===== src/rtl/memory_read.sv =====
// rtl/memory_read.sv - host readback engine walking image, conv and dense RAMs in loader order
// One 32-bit word per accepted read; a settle cycle follows every address change.
module memory_read #(
    parameter int IMAGE_WORDS = 225,
    parameter int CONV_BYTES  = 18816,
    parameter int DENSE_WORDS = 4203
) (
    input  logic        clk,
    input  logic        reset,
    input  logic [31:0] control_reg,
    input  logic        read,
    input  logic [7:0]  image_q0,
    input  logic [7:0]  image_q1,
    input  logic [7:0]  image_q2,
    input  logic [7:0]  image_q3,
    input  logic [7:0]  conv_q,
    input  logic [7:0]  dense_q0,
    input  logic [7:0]  dense_q1,
    input  logic [7:0]  dense_q2,
    input  logic [7:0]  dense_q3,
    output logic [9:0]  image_ram_addr_b,
    output logic [14:0] conv_ram_addr_b,
    output logic [14:0] dense_ram_addr_b,
    output logic [31:0] readdata,
    output logic        readdatavalid,
    output logic        busy,
    output logic        done,
    output logic        overrun
);
    localparam logic [31:0] CTRL_START = 32'h0000_0002;
    localparam logic [31:0] CTRL_CLEAR = 32'h0000_0000;
    localparam logic [9:0]  IMAGE_LAST = 10'(IMAGE_WORDS - 1);
    localparam logic [14:0] CONV_LAST  = 15'(CONV_BYTES - 1);
    localparam logic [14:0] DENSE_LAST = 15'(DENSE_WORDS - 1);

    typedef enum logic [2:0] {
        S_IDLE,
        S_RD_IMAGE,
        S_RD_CONV,
        S_RD_DENSE,
        S_DONE
    } state_t;

    state_t      r_state;
    state_t      w_state_next;
    logic [9:0]  r_image_addr;
    logic [9:0]  w_image_addr_next;
    logic [14:0] r_conv_addr;
    logic [14:0] w_conv_addr_next;
    logic [14:0] r_dense_addr;
    logic [14:0] w_dense_addr_next;
    logic        r_settle;
    logic        w_settle_next;
    logic [31:0] r_readdata;
    logic [31:0] w_readdata_next;
    logic        r_rdv;
    logic        w_rdv_next;
    logic        r_overrun;
    logic        w_overrun_next;

    logic        w_busy;
    logic        w_accept;
    logic [31:0] w_packed;

    assign w_busy   = (r_state == S_RD_IMAGE) || (r_state == S_RD_CONV) || (r_state == S_RD_DENSE);
    assign w_accept = w_busy && read && !r_settle;

    always_comb begin
        w_packed = 32'h0;
        case (r_state)
            S_RD_IMAGE: w_packed = {image_q0, image_q1, image_q2, image_q3};
            S_RD_CONV:  w_packed = {24'h0, conv_q};
            S_RD_DENSE: w_packed = {dense_q0, dense_q1, dense_q2, dense_q3};
            default:    w_packed = 32'h0;
        endcase
    end

    always_ff @(posedge clk or negedge reset) begin
        if (!reset) begin
            r_state      <= S_IDLE;
            r_image_addr <= 10'd0;
            r_conv_addr  <= 15'd0;
            r_dense_addr <= 15'd0;
            r_settle     <= 1'b0;
            r_readdata   <= 32'h0;
            r_rdv        <= 1'b0;
            r_overrun    <= 1'b0;
        end else begin
            r_state      <= w_state_next;
            r_image_addr <= w_image_addr_next;
            r_conv_addr  <= w_conv_addr_next;
            r_dense_addr <= w_dense_addr_next;
            r_settle     <= w_settle_next;
            r_readdata   <= w_readdata_next;
            r_rdv        <= w_rdv_next;
            r_overrun    <= w_overrun_next;
        end
    end

    always_comb begin
        w_state_next      = r_state;
        w_image_addr_next = r_image_addr;
        w_conv_addr_next  = r_conv_addr;
        w_dense_addr_next = r_dense_addr;
        w_settle_next     = 1'b0;
        w_readdata_next   = r_readdata;
        w_rdv_next        = 1'b0;
        w_overrun_next    = r_overrun;

        case (r_state)
            S_IDLE: begin
                if (read) begin
                    w_readdata_next = 32'h0;
                    w_rdv_next      = 1'b1;
                end
                if (control_reg == CTRL_START) begin
                    w_state_next      = S_RD_IMAGE;
                    w_image_addr_next = 10'd0;
                    w_conv_addr_next  = 15'd0;
                    w_dense_addr_next = 15'd0;
                    w_settle_next     = 1'b1;
                    w_overrun_next    = 1'b0;
                end
            end
            S_RD_IMAGE, S_RD_CONV, S_RD_DENSE: begin
                if (read && r_settle) begin
                    w_overrun_next = 1'b1;
                end
                if (w_accept) begin
                    w_readdata_next = w_packed;
                    w_rdv_next      = 1'b1;
                    w_settle_next   = 1'b1;
                    // The finished segment's address returns to 0 so inactive banks always read 0.
                    if (r_state == S_RD_IMAGE) begin
                        if (r_image_addr == IMAGE_LAST) begin
                            w_state_next      = S_RD_CONV;
                            w_image_addr_next = 10'd0;
                            w_conv_addr_next  = 15'd0;
                        end else begin
                            w_image_addr_next = r_image_addr + 10'd1;
                        end
                    end else if (r_state == S_RD_CONV) begin
                        if (r_conv_addr == CONV_LAST) begin
                            w_state_next      = S_RD_DENSE;
                            w_conv_addr_next  = 15'd0;
                            w_dense_addr_next = 15'd0;
                        end else begin
                            w_conv_addr_next = r_conv_addr + 15'd1;
                        end
                    end else begin
                        if (r_dense_addr == DENSE_LAST) begin
                            w_state_next      = S_DONE;
                            w_dense_addr_next = 15'd0;
                        end else begin
                            w_dense_addr_next = r_dense_addr + 15'd1;
                        end
                    end
                end
                // Abort wins over the walk, but a word accepted this cycle is still delivered.
                if (control_reg == CTRL_CLEAR) begin
                    w_state_next      = S_IDLE;
                    w_image_addr_next = 10'd0;
                    w_conv_addr_next  = 15'd0;
                    w_dense_addr_next = 15'd0;
                    w_settle_next     = 1'b0;
                end
            end
            S_DONE: begin
                if (read) begin
                    w_readdata_next = 32'h0;
                    w_rdv_next      = 1'b1;
                end
                if (control_reg != CTRL_START) begin
                    w_state_next = S_IDLE;
                end
            end
            default: begin
                w_state_next = S_IDLE;
            end
        endcase
    end

    assign image_ram_addr_b = r_image_addr;
    assign conv_ram_addr_b  = r_conv_addr;
    assign dense_ram_addr_b = r_dense_addr;
    assign readdata         = r_readdata;
    assign readdatavalid    = r_rdv;
    assign busy             = w_busy;
    assign done             = (r_state == S_DONE);
    assign overrun          = r_overrun;
endmodule


===== config.mk =====
export PLATFORM = sky130hd
export DESIGN_NAME = memory_read
export DESIGN_NICKNAME = d
export VERILOG_FILES = /design/src/rtl/memory_read.sv
export SDC_FILE = /design/constraint.sdc
export NUM_CORES = 1
export LEC_CHECK = 0
export CORE_UTILIZATION = 43
export DETAILED_ROUTE_END_ITERATION = 16
export GPL_ROUTABILITY_DRIVEN = 0
export MAX_ROUTING_LAYER = met4
export PLACE_DENSITY_LB_ADDON = 0.15
export SLEW_MARGIN = 20
export SYNTH_ARGS = -nofsm -noshare
export SYNTH_HDL_FRONTEND = slang
export SYNTH_SLANG_ARGS = --single-unit

===== constraint.sdc =====
create_clock -name clk -period 2.6 [get_ports clk]
set_input_delay 0.52 -clock clk [delete_from_list [all_inputs] [get_ports clk]]
set_output_delay 0.52 -clock clk [all_outputs]
set_load 0.005 [all_outputs]

==> results of run 1 <==
routing by layer:
layer	vias to the layer above	part of all wire, %	track usage [%]	wire [um]
met5	-	0	-	0
met4	0	1.5	8.571	204
met3	19	5.5	4.610	749
met2	192	51	46.46	6928
met1	2188	42	33.74	5683
li1	2191	-	-	-
how the worst min path moves through the flow:
stage	start	slack [ns]	to
after global routing	reset	0.20	r_settle
after detailed placement	readdata[24]	0.47	readdata[24]
after floorplan	reset	0.22	conv_ram_addr_b[0]
after CTS	reset	0.17	dense_ram_addr_b[3]
final	reset	0.15	image_ram_addr_b[1]
after global placement	readdata[24]	0.46	readdata[24]
area by class of cell:
type | count | area, um2 | area share, %
tap | 133 | 166.4 | 2.470
sequential | 78 | 1953 | 28.99
timing repair buffer | 220 | 2130 | 31.61
clock inverter | 6 | 37.54 | 0.5571
multi-input combinational | 355 | 2272 | 33.72
clock buffer | 10 | 137.6 | 2.043
inverter | 11 | 41.29 | 0.6128
power by group:
part           switching [uW]  internal, uW  leakage (uW)  total [uW]
combinational            1170          1260       0.00166        2430
sequential                254          1520       0.00106        1770
clock                     474           367     0.0000841         841
total                    1900          3140       0.00280        5040
flip-flops by register name, indices dropped and copies added (netlist names):
signal            cells
readdatavalid         1
image_ram_addr_b     10
overrun               1
r_state               3
r_settle              1
conv_ram_addr_b      15
readdata             32
dense_ram_addr_b     15
cell families after synthesis:
logic type / Yosys count / share of synthesized area [%]
AO/OA/AOI/OAI: 160 / 25.65
flip-flops: 78 / 44.81
XOR/XNOR: 2 / 0.4023
AND/OR/NAND/NOR: 177 / 21.20
buffers and inverters: 39 / 3.677
adder cells (fa/ha/maj): 5 / 1.436
multiplexers: 11 / 2.815
placed cells by master (no fill, tap or decap), types with 2 or more instances in the layout:
cell	instances
clkdlybuf4s50_1	181
dfrtp_1	77
o21ai_0	55
nand2_1	54
buf_4	37
a22oi_1	32
nor2_1	23
nand3_1	20
a22o_1	15
nor4_1	14
a211o_1	14
and3_1	13
inv_1	10
nor3_1	10
mux2_2	10
clkbuf_8	10
a211oi_1	7
a21o_1	7
o31ai_1	7
nor4b_1	6
nor2b_1	5
ha_1	5
nor3b_1	4
nand4_1	4
or3_1	4
a21oi_2	3
and2_1	3
nand2b_1	3
a21oi_1	3
or4_1	3
clkinvlp_4	3
clkinv_2	3
nor4_2	2
xnor2_1	2
o211a_1	2
a31oi_1	2
or2_2	2
buf_12	2
worst register-to-register path, stage by stage (launching register included):
cell and delay, ns:
dfrtp_1 0.39, or4b_4 0.57, o41ai_4 0.32, o211a_1 0.20, a21oi_2 0.04, buf_4 0.22
or4_1 0.51, nand3_1 0.09
stage by stage:
stage,cells,hold WS [ns],utilization [%],setup slack [ns],area [um2]
after detailed placement,797,0.4699,66.88,-0.3015,6538
after floorplan,472,0.2244,-,0.2791,4355
after CTS,813,0.1659,68.68,0.03760,6713
after global placement,797,0.4601,66.88,-0.2572,6538
after global routing,813,0.1955,68.93,0.02146,6738
final,813,0.1481,68.93,0.1537,6738
timing repair:
item | in CTS | in global routing
resized for setup | 0 | 6
buffers inserted | 0 | 0
endpoints found under the setup margin | 0 | 27
==> results_dict.tcl, run 1 <==
set metrics [dict create \
    clock_sinks 78 \
    rsz0062_at_grt "false" \
    route.detailed.drc 0 \
    hold_violations 0 \
    synth_ff_type "dfrtp_1" \
    drv_cap 0 \
    synth_top_area_share_pct 44.81 \
    ys_types 54 \
    setup_violations 0 \
    yosysTopAreaCell "dfrtp_1" \
    globalRouteTotalUtil_pct 27.57 \
    drt_iter0_drc 273 \
    ctsLongestPathBuffers 2 \
    fp-row-count 36 \
    fp.dieW_um 102.6 \
    p_total_uw 5041 \
    finalSetupTns_ns 0 \
    syn_area_per_cell_um2 9.228 \
    die_area_mm2 0.01054 \
    io_pins 183 \
    antenna_found_initial 0 \
    yosysSeqAreaShare_pct 44.81 \
    cp.arrival_ns 1.93 \
    nFillCells 806 \
    report.final.slew_viol_count 0 \
    fin_crit_sh_pct 94.09 \
    start_util_pct 44.56 \
    synth_edf_count 0 \
    clkLatencyLatePin_ns 0.37 \
    path_depth 3 \
    grt_remaining_overflow 0 \
    core-area_mm2 0.009774 \
    hold_path_class "in -> async" \
    crit_end "busy" \
    reg2regPathDepth 7 \
    h-tree-depth 3 \
    synth_cells 472 \
    cts-root-buf "clkbuf_8" \
    cp-startpoint "r_state[0]" \
    cp.required_ns 2.08 \
    nets 787 \
    critPathMaxStageDelay_ns 0.58 \
    r2r_start "conv_ram_addr_b[9]" \
    cpLargestDelayFamily "buffers and inverters" \
    status "completed" \
    critPathBufInv 1 \
    rrSetupSlack_ns 0.22 \
    cts_tree "done" \
    synth_nets 584 \
    routed_wl_um 13570 \
    finClkSkew_ns 0.007055 \
    power_leakage_uw 0.002800 \
    grt_max_degree 45 \
    finalCriticalPeriod_ns 2.446 \
    crit_chain "nor2_1 > nor2_1 > clkdlybuf4s50_1" \
    syn2layout_area_growth_pct 54.70 \
    cp_common_cell "nor2_1" \
    relSlewSlack_pct 39.75 \
    drtAntennaViolNets 0 \
    antenna_cells 0 \
    clock.fmax_ghz 0.4088 \
    clk_pin_slew_worst_paths_ns 0.08 \
    die_y_um 102.6 \
    r2r-end "dense_ram_addr_b[10]" \
    synthArstFlopShare_pct 100.0 \
    vias 4590 \
    dr.pass1.iters 5 \
    power_density_mw_per_mm2 748.2 \
    ir_drop_mv 0.3560 \
    path_class "reg -> out" \
    yosys_warnings 0 \
    hpwl_um 10110 \
    critPathLaunchType "register" \
    ys_ff_latch 78 \
    drive_gt1_share_pct 11.76 \
    tightest_slew_ns 0.9037 \
    worstSetupEndpointType "output port" \
    grt_pass1_wl_um 21560 \
    cts-buffers-inserted 9 \
    cp_max_fo 9 \
    cpMaxStageDelayCell "clkdlybuf4s50_1" \
    synth_area_leaders "dfrtp_1, o21ai_0, a22oi_1" \
    vias_per_cell 5.646 \
    grt_pass1_vias 4385 \
    wl_per_cell_um 16.69 \
    hold_buffers 0 \
    port_buffers 182 \
    synth_commonest_cells "dfrtp_1, o21ai_0, nand2_1" \
    yosysMostFrequentCell "dfrtp_1" \
    synth_area_mm2 0.004355 \
]
Power figures use the tool's default switching activity.
==> run 2: changes to the inputs <==
--- a/config.mk
+++ b/config.mk
@@ -8,6 +8,7 @@
 export CORE_UTILIZATION = 43
 export DETAILED_ROUTE_END_ITERATION = 16
 export GPL_ROUTABILITY_DRIVEN = 0
+export GPL_TIMING_DRIVEN = 1
 export MAX_ROUTING_LAYER = met4
 export PLACE_DENSITY_LB_ADDON = 0.15
 export SLEW_MARGIN = 20
==> results of run 2 <==
No change in the layout: final DEF, timing and power equal those of run 1.
==> run 3: changes to the inputs <==
--- a/config.mk
+++ b/config.mk
@@ -5,12 +5,14 @@
 export SDC_FILE = /design/constraint.sdc
 export NUM_CORES = 1
 export LEC_CHECK = 0
-export CORE_UTILIZATION = 43
+export CORE_UTILIZATION = 44
+export CTS_BUF_LIST = sky130_fd_sc_hd__clkbuf_4
 export DETAILED_ROUTE_END_ITERATION = 16
 export GPL_ROUTABILITY_DRIVEN = 0
 export GPL_TIMING_DRIVEN = 1
 export MAX_ROUTING_LAYER = met4
 export PLACE_DENSITY_LB_ADDON = 0.15
+export REMOVE_ABC_BUFFERS = 1
 export SLEW_MARGIN = 20
 export SYNTH_ARGS = -nofsm -noshare
 export SYNTH_HDL_FRONTEND = slang
==> results_dict.tcl, run 3 (same netlist as run 1, synthesis figures left out) <==
set metrics [dict create \
    pre_cts_slack_ns -0.1638 \
    status "completed" \
    ir_drop_mv 0.4100 \
    hold_buffers 0 \
    fp-row-count 35 \
    critPathLaunchType "register" \
    power_leakage_uw 0.002803 \
    cpLargestDelayFamily "buffers and inverters" \
    cp_max_fo 8 \
    grt_remaining_overflow 0 \
    antenna_cells 0 \
    ctsLongestPathBuffers 2 \
    die_y_um 101.5 \
    route.detailed.drc 0 \
    cts-root-buf "clkbuf_4" \
    syn2layout_area_growth_pct 53.81 \
    start_util_pct 46.26 \
    core-area_mm2 0.009415 \
    cp.required_ns 2.08 \
    clock_sinks 78 \
    dr.pass1.iters 5 \
    cts_tree "done" \
    drtAntennaViolNets 0 \
    clk_pin_slew_worst_paths_ns 0.13 \
    crit_chain "inv_1 > nor3_2 > clkdlybuf4s50_1" \
    fin_crit_sh_pct 93.88 \
    antenna_found_initial 0 \
    cp.arrival_ns 1.92 \
    grt_max_degree 43 \
    worstSetupEndpointType "output port" \
    clock.fmax_ghz 0.4097 \
    finalCriticalPeriod_ns 2.441 \
    h-tree-depth 3 \
    fp.dieW_um 101.5 \
    power_density_mw_per_mm2 734.7 \
    vias_per_cell 5.745 \
    finalInstanceArea_mm2 0.006699 \
    routed_wl_um 13640 \
    path_class "reg -> out" \
    seq_area_mm2 0.001953 \
    hold_ws_ns 0.07438 \
    nFillCells 727 \
    largest_reg_flops 32 \
    place_area_mm2 0.006550 \
    hold_violations 0 \
    drt_iter0_drc 180 \
    finClkSkew_ns 0.02020 \
    cpMaxStageDelayCell "clkdlybuf4s50_1" \
    critPathMaxStageDelay_ns 0.55 \
    setup_violations 0 \
    grtUsageMet1_pct 33.75 \
    final_cell_mix "clkdlybuf4s50_1, dfrtp_1, o21ai_0" \
    grt_pass1_wl_um 21380 \
    final_cells 813 \
    wl_per_cell_um 16.77 \
    critPathBufInv 2 \
    post-cts-setup-buffers 0 \
    clkLatencyLatePin_ns 0.42 \
    hpwl_um 10350 \
    post-route-worst-setup-slack_ns 0.1592 \
    busiest_layer "met2" \
    port_buffers 182 \
    relSlewSlack_pct 51.26 \
    grt_util_met3_pct 4.348 \
    tightest_slew_ns 0.7311 \
    rsz0062_at_grt "false" \
    nets 791 \
    final_common_cell "clkdlybuf4s50_1" \
    globalRouteTotalUtil_pct 27.64 \
    hold_path_class "in -> async" \
    report.final.slew_viol_count 0 \
    p_total_uw 4921 \
    die_area_mm2 0.01030 \
    cts-buffers-inserted 9 \
    io_pins 183 \
    dp.cells 797 \
    grt_use_met2_pct 46.36 \
    drv_cap 0 \
    multiInputGateArea_mm2 0.002261 \
    grt_pass1_vias 4383 \
    vias 4671 \
    drive_gt1_share_pct 11.84 \
]
## run 3: cell count changes in the layout (fill, tap and decap cells not counted), moves of 2 or more
cell / before / now
clkinvlp_4: 3 / 1
clkbuf_8: 10 / 0
a21oi_2: 3 / 1
buf_4: 37 / 42
clkbuf_4: 0 / 10
a21oi_1: 3 / 5
## run 3: worst register-to-register path, stage by stage, from the launching register on
cell and delay, ns:
dfrtp_1 0.45, inv_1 0.08, ha_1 0.14, nor4b_1 0.32, nand4_1 0.19, a211oi_2 0.29, a31oi_1 0.16, buf_4 0.22
nor2_1 0.10, buf_4 0.19, mux2_2 0.17
## run 3: final cells by class
type | count | area share (%)
clock buffer | 10 | 1.121
clock inverter | 6 | 0.8965
inverter | 11 | 0.6164
multi-input combinational | 355 | 33.75
sequential | 78 | 29.16
tap | 129 | 2.409
timing repair buffer | 224 | 32.05
## run 3: metrics by stage
stage               setup TNS, ns  util (%)
floorplan                  -5.359         -
global placement           -3.988     69.57
detailed placement         -3.671     69.57
CTS                             0     71.03
global route                    0     71.15
finish                          0     71.15
## run 3: worst paths after layout
kind | start | end | slack (ns) | cells past startpoint
worst max-delay path | r_state[2] | done | 0.16 | 3
worst min-delay path | reset | dense_ram_addr_b[6] | 0.07 | 1
worst max register to register | image_ram_addr_b[1] | conv_ram_addr_b[0] | 0.24 | 10
worst min register to register | readdata[8] | readdata[8] | 0.49 | 2
max in group asynchronous | reset | r_state[0] | 1.91 | 2
min in group clk | readdata[8] | readdata[8] | 0.49 | 2
## run 3: power breakdown
| part | switching, uW | total, uW | internal, uW |
|---|---|---|---|
| Combinational | 1180 | 2440 | 1260 |
| Sequential | 242 | 1760 | 1510 |
| Clock | 426 | 728 | 301 |
| Total | 1840 | 4920 | 3080 |
## run 3: per-layer routing
metal  up-vias  routed length, um
li1       2207                  -
met3        24                958
met2       212               6880
met5         -                  0
met4         0                244
met1      2228               5554
## run 3: timing repair
item                                    in CTS  in global routing
endpoints found under the setup margin       1                 15
resized for setup                            1                  3
pin swaps                                    0                  0
